[src/rtl/div_16bit_if.sv]
// Handshake and result bundle for the 16-bit divider.
// master: start/dividend/divisor out; slave: busy/done/quotient/remainder/dbz out.
interface div_16bit_if;
    logic        start;
    logic [15:0] dividend;
    logic [15:0] divisor;
    logic        busy;
    logic        done;
    logic [15:0] quotient;
    logic [15:0] remainder;
    logic        dbz;

    modport master (
        output start, dividend, divisor,
        input  busy, done, quotient, remainder, dbz
    );

    modport slave (
        input  start, dividend, divisor,
        output busy, done, quotient, remainder, dbz
    );
endinterface

[src/rtl/div_16bit.sv]
// Unsigned 16/16 restoring shift-subtract divider, one quotient bit per cycle.
// Ports: clk, rst (async, active-high), bus (div_16bit_if.slave).
// Macro DIV_BY_ZERO_DETECT_EN: zero divisor short-cuts to DONE and raises dbz.
module div_16bit (
    input  logic        clk,
    input  logic        rst,
    div_16bit_if.slave  bus
);
    typedef enum logic [1:0] {IDLE, RUN, DONE} state_t;

    state_t      state;
    logic [3:0]  cnt;
    logic [16:0] prem;
    logic [15:0] qsr;
    logic [15:0] dvs;
    logic        busy_r;
    logic        done_r;
    logic [15:0] quo_r;
    logic [15:0] rem_r;

    logic [16:0] shifted;
    logic [16:0] diff;
    logic        ge;
    logic [16:0] prem_nx;
    logic [15:0] qsr_nx;

    // prem never exceeds the divisor, so its top bit is always shifted out
    logic        unused_top;
    assign unused_top = prem[16];

    always_comb begin
        shifted = {prem[15:0], qsr[15]};
        diff    = shifted - {1'b0, dvs};
        ge      = (shifted >= {1'b0, dvs});
        prem_nx = ge ? diff : shifted;
        qsr_nx  = {qsr[14:0], ge};
    end

`ifdef DIV_BY_ZERO_DETECT_EN
    logic dbz_r;
    assign bus.dbz = dbz_r;
`else
    assign bus.dbz = 1'b0;
`endif

    always_ff @(posedge clk or posedge rst) begin
        if (rst) begin
            state  <= IDLE;
            cnt    <= 4'd0;
            prem   <= 17'd0;
            qsr    <= 16'd0;
            dvs    <= 16'd0;
            busy_r <= 1'b0;
            done_r <= 1'b0;
            quo_r  <= 16'd0;
            rem_r  <= 16'd0;
`ifdef DIV_BY_ZERO_DETECT_EN
            dbz_r  <= 1'b0;
`endif
        end else begin
            unique case (state)
                IDLE: begin
                    if (bus.start) begin
                        dvs    <= bus.divisor;
                        qsr    <= bus.dividend;
                        prem   <= 17'd0;
                        cnt    <= 4'd0;
                        busy_r <= 1'b1;
`ifdef DIV_BY_ZERO_DETECT_EN
                        if (bus.divisor == 16'd0) begin
                            state  <= DONE;
                            done_r <= 1'b1;
                            quo_r  <= 16'hFFFF;
                            rem_r  <= bus.dividend;
                            dbz_r  <= 1'b1;
                        end else begin
                            state  <= RUN;
                        end
`else
                        state  <= RUN;
`endif
                    end
                end
                RUN: begin
                    prem <= prem_nx;
                    qsr  <= qsr_nx;
                    cnt  <= cnt + 4'd1;
                    if (cnt == 4'd15) begin
                        state  <= DONE;
                        done_r <= 1'b1;
                        quo_r  <= qsr_nx;
                        rem_r  <= prem_nx[15:0];
`ifdef DIV_BY_ZERO_DETECT_EN
                        dbz_r  <= 1'b0;
`endif
                    end
                end
                DONE: begin
                    state  <= IDLE;
                    done_r <= 1'b0;
                    busy_r <= 1'b0;
                end
                default: begin
                    state <= IDLE;
                end
            endcase
        end
    end

    assign bus.busy      = busy_r;
    assign bus.done      = done_r;
    assign bus.quotient  = quo_r;
    assign bus.remainder = rem_r;
endmodule

[src/flat_wrapper.sv]
// flat-port wrapper written by rule: the top's interface ports become plain ports
module div_16bit_flat 
  (clk, rst, bus_start, bus_dividend, bus_divisor, bus_busy, bus_done, bus_quotient, bus_remainder, bus_dbz);
  div_16bit_if bus_i ();
  input  logic clk;
  input  logic rst;
  input wire logic [$bits(bus_i.start)-1:0] bus_start;
  input wire logic [$bits(bus_i.dividend)-1:0] bus_dividend;
  input wire logic [$bits(bus_i.divisor)-1:0] bus_divisor;
  output wire logic [$bits(bus_i.busy)-1:0] bus_busy;
  output wire logic [$bits(bus_i.done)-1:0] bus_done;
  output wire logic [$bits(bus_i.quotient)-1:0] bus_quotient;
  output wire logic [$bits(bus_i.remainder)-1:0] bus_remainder;
  output wire logic [$bits(bus_i.dbz)-1:0] bus_dbz;
  assign bus_i.start = bus_start;
  assign bus_i.dividend = bus_dividend;
  assign bus_i.divisor = bus_divisor;
  assign bus_busy = bus_i.busy;
  assign bus_done = bus_i.done;
  assign bus_quotient = bus_i.quotient;
  assign bus_remainder = bus_i.remainder;
  assign bus_dbz = bus_i.dbz;
  div_16bit u_core (.clk(clk), .rst(rst), .bus(bus_i));
endmodule
[config.mk]
export PLATFORM = sky130hd
export DESIGN_NAME = div_16bit_flat
export DESIGN_NICKNAME = d
export VERILOG_FILES = /design/src/rtl/div_16bit_if.sv /design/src/rtl/div_16bit.sv /design/src/flat_wrapper.sv
export SDC_FILE = /design/constraint.sdc
export NUM_CORES = 1
export LEC_CHECK = 0
export ABC_AREA = 1
export CAP_MARGIN = 25
export CORE_MARGIN = 2
export CORE_UTILIZATION = 50
export CTS_BUF_LIST = sky130_fd_sc_hd__clkbuf_16
export CTS_CLUSTER_SIZE = 24
export DETAILED_ROUTE_END_ITERATION = 8
export PLACE_DENSITY = 0.74
export SETUP_SLACK_MARGIN = 0.1
export SLEW_MARGIN = 20
export SYNTH_ARGS = -nofsm -noshare
export SYNTH_HDL_FRONTEND = slang
export SYNTH_SLANG_ARGS = --single-unit
export TNS_END_PERCENT = 20
[constraint.sdc]
create_clock -name clk -period 4.6 [get_ports clk]
set_input_delay 0.92 -clock clk [delete_from_list [all_inputs] [get_ports clk]]
set_output_delay 0.92 -clock clk [all_outputs]
set_load 0.05 [all_outputs]
==> reports/qor.txt <==
Status - finished, final reports clean
Reg2reg end - u_core.qsr[11]
Drt total wl - 11,200 microns
Largest family of logic cells by synthesized area - simple AND/OR/NAND/NOR gates
Final period util - 62.4%
Max incr delay on CP - 0.62 ns
Most frequent cells after synthesis - nand2_1 (239), inv_1 (94), dfrtp_1 (88)
Max-Cap Viols - 0
Skew-Pair Late Insertion Delay - 0.34 ns
Critical Path, Cell by Cell - clkdlybuf4s50_1 -> nand3_1 -> nand2_1 -> inv_1 -> a21oi_1 -> o21ai_0 -> o21ai_0
Setup Skew - 0.00697 ns
Remaining antenna violation count - 0
Static Leak - 3.15 nW
Multi-input gate area - 2100 sq um
Syn_nets - 697
Vias/cell - 4.95
Largest net degree at the start of global routing - 63
H-tree Lvls - 3
Row count - 35
CP Max Fanout - 30
Number of global-route vias before repair - 4,019
PostCTS Resize Cnt - 0
Register bit total from synthesis - 88
Iter 0 DRT Violations - 203
Post-synthesis sequential area ratio - 46.0%
Layout Cells excl Fill - 840
Minimum clock period - 2.87 ns
Die Wd - 102 microns
Rel. slew slack - 33.3%
Crit end category - flop
Post-Syn Area - 4780 sq um
Most frequent cell after synthesis - nand2_1
Syn avg cell area - 7.43 sq um
Clk slew on worst S/H paths - 0.07 ns
Synth cell types - 34
Setup TNS - 0 ns
Post-synth EDFFs - 0
Top cell type by total area after synthesis - dfrtp_1
Sequential Power Share - 26.5%
TritonCTS buffer count - 9
Vias - 4,162
Synth Area in Compound Gates - 8.69%
Clock power frac - 15.6%
DR WL/cell - 13.3 microns
RR Startpoint - u_core.state[1]
Worst Setup Path Type - in2reg
First-pass DRT Iterations - 5
Clk sink count - 88
Final setup viols - 0
Psw - 2.50 mW
Clock Tree Root - clkbuf_16
# port buffers - 68
Fmax - 348 MHz
Post-synthesis adder-cell area fraction - 4.87%
Sequential cell area - 2200 sq um
Post-synth top flop - dfrtp_1
Hold WC Path Type - reg2reg
Post-synth ARST share - 100%
Hold path depth - 2
Final Core Density - 63.6%
VDD IR-drop max - 0.000434 V
Internal - 2.64 mW
Share of the synthesized area in the top cell type - 46.0%
Top cell by count, worst path - o21ai_0
Worst slew pin tran - 1.00 ns
Count of pins over their slew limit - 0
Area contributors post-synth - dfrtp_1 (46%), nand2_1 (19%), inv_1 (7.4%), ha_1 (4.4%), o21ai_0 (4.1%)
RSZ-0062 raised after global routing - false
GRT Util Overall - 23.2%
Gr ovfl total - 0
Synth warn - 0
Sw frac - 48.7%
Filler cell count - 809
Layout area overhead - 23.0%
CP Buf/Inv Count - 2
# DRC - 0
Share of cells above drive strength 1 - 5.77%
Nets - 759
Proportion of synthesized area in mux cells - 0.235%
Worst EP required - 4.85 ns
Die Area - 10,400 sq um
Core Box Area - 9240 sq um
Synthesized instance count - 644
Synth Area in Simple Gates - 28.9%
Initial antenna violation count - 0
Hold Path End - u_core.bus.quotient[15]
Starting Density - 51.8%
Pwr dens - 874 nW/um^2
Logic pwr share - 57.9%
Clock buffer depth - 2
Diode count - 0
Die height - 102 microns
HPWL Detailed - 7800 microns
GPL Wtd Cong - 0.887
CTS tree - built
Wire length of the first global-routing pass - 18,900 microns
CP top delay family - buffers and inverters
Setup bufs post-CTS - 0
Endpoints failing hold - 0
Hold wc startpoint - u_core.bus.quotient[15]
Crit-path slowest cell - inv_1
DP Cell Count - 824
Worst setup SP type - primary input
Ports - 70
# hold bufs at CTS - 0
Post-Synth XOR/XNOR Area - 1.28%
Cells on worst reg2reg path - 8
R2R setup slack - 1.94 ns
Data arrival, critical path - 3.12 ns
layout by cell type, fill, tap and decap left out, types with 2 or more instances in the layout:
cell type,synthesis,layout
a21oi_1,30,30
xor2_1,5,5
nand2_2,12,12
nand3_1,28,28
xnor2_1,2,2
clkdlybuf4s50_1,0,68
buf_4,3,4
nand4_1,3,3
nor3_1,2,2
o22ai_1,3,3
clkbuf_16,0,9
o221ai_1,4,4
nand3_2,2,2
inv_1,94,93
ha_1,17,17
nand2_1,239,239
bufinv_16,0,2
o21ai_0,39,39
inv_6,0,2
dfrtp_1,88,88
nor2_1,41,41
tightest hold or removal path: cells and delay by family (launching register included):
family           cells  cell delay [ns]
flip-flops           1             0.34
AND/OR/NAND/NOR      2             0.10
final cells by class:
class                           instances  area share, %
Sequential cell                        88           37.4
Multi-Input combinational cell        439           35.8
Timing Repair Buffer                   73           12.3
Inverter                               95           6.13
Clock buffer                            9           3.83
Tap cell                              129           2.74
Clock inverter                          7           1.72
power groups by stage:
| stage | combinational (mW) | sequential (mW) | clock [mW] |
|---|---|---|---|
| floorplan | 1.79 | 1.79 | 0 |
| global placement | 2.88 | 1.36 | 0 |
| detailed placement | 2.95 | 1.37 | 0 |
| CTS | 2.99 | 1.36 | 0.820 |
| global route | 3.33 | 1.40 | 0.847 |
| finish | 2.97 | 1.36 | 0.804 |
logic make-up after synthesis:
family,count (synthesis)
flops,88
simple gates,334
other cells,1
xor+xnor,7
compound gates,78
mux,1
buf+inv,117
fa+ha+maj,18
sequential cells by signal, summed over array words and instances (netlist names):
| signal | count |
|---|---|
| u_core.bus.busy | 1 |
| u_core.bus.done | 1 |
| u_core.bus.quotient | 16 |
| u_core.bus.remainder | 16 |
| u_core.cnt | 4 |
| u_core.dvs | 16 |
| u_core.prem | 16 |
| u_core.qsr | 16 |
| u_core.state | 2 |
stage by stage:
stage	hold slack, ns	setup WS (ns)	total power, mW	instance area [sq um]
floorplan	0.467	1.40	3.58	4780
global placement	0.461	1.51	4.24	5540
detailed placement	0.462	1.46	4.32	5550
CTS	0.481	1.74	5.17	5880
global route	0.504	1.53	5.58	5880
finish	0.474	1.73	5.14	5880
per-layer routing:
| layer | vias up | wire length [microns] | share of wire [%] | GRT usage (%) |
|---|---|---|---|---|
| met4 | 0 | 185 | 1.7 | 8.32 |
| met5 | - | 0 | 0 | 0 |
| met2 | 112 | 5350 | 48 | 37.2 |
| li1 | 2109 | - | - | - |
| met3 | 17 | 486 | 4.4 | 3.17 |
| met1 | 1924 | 5150 | 46 | 32.2 |
worst max path at each step:
| stage | from | end | depth (start not counted) |
|---|---|---|---|
| global placement | bus_start | u_core.qsr[8] | 7 |
| floorplan | rst | u_core.bus.busy | 1 |
| detailed placement | bus_start | u_core.qsr[8] | 7 |
| CTS | bus_start | u_core.qsr[11] | 7 |
| finish | bus_start | u_core.qsr[11] | 7 |
| global route | bus_start | u_core.qsr[11] | 7 |
No activity file was read; power rests on OpenSTA's default activity.
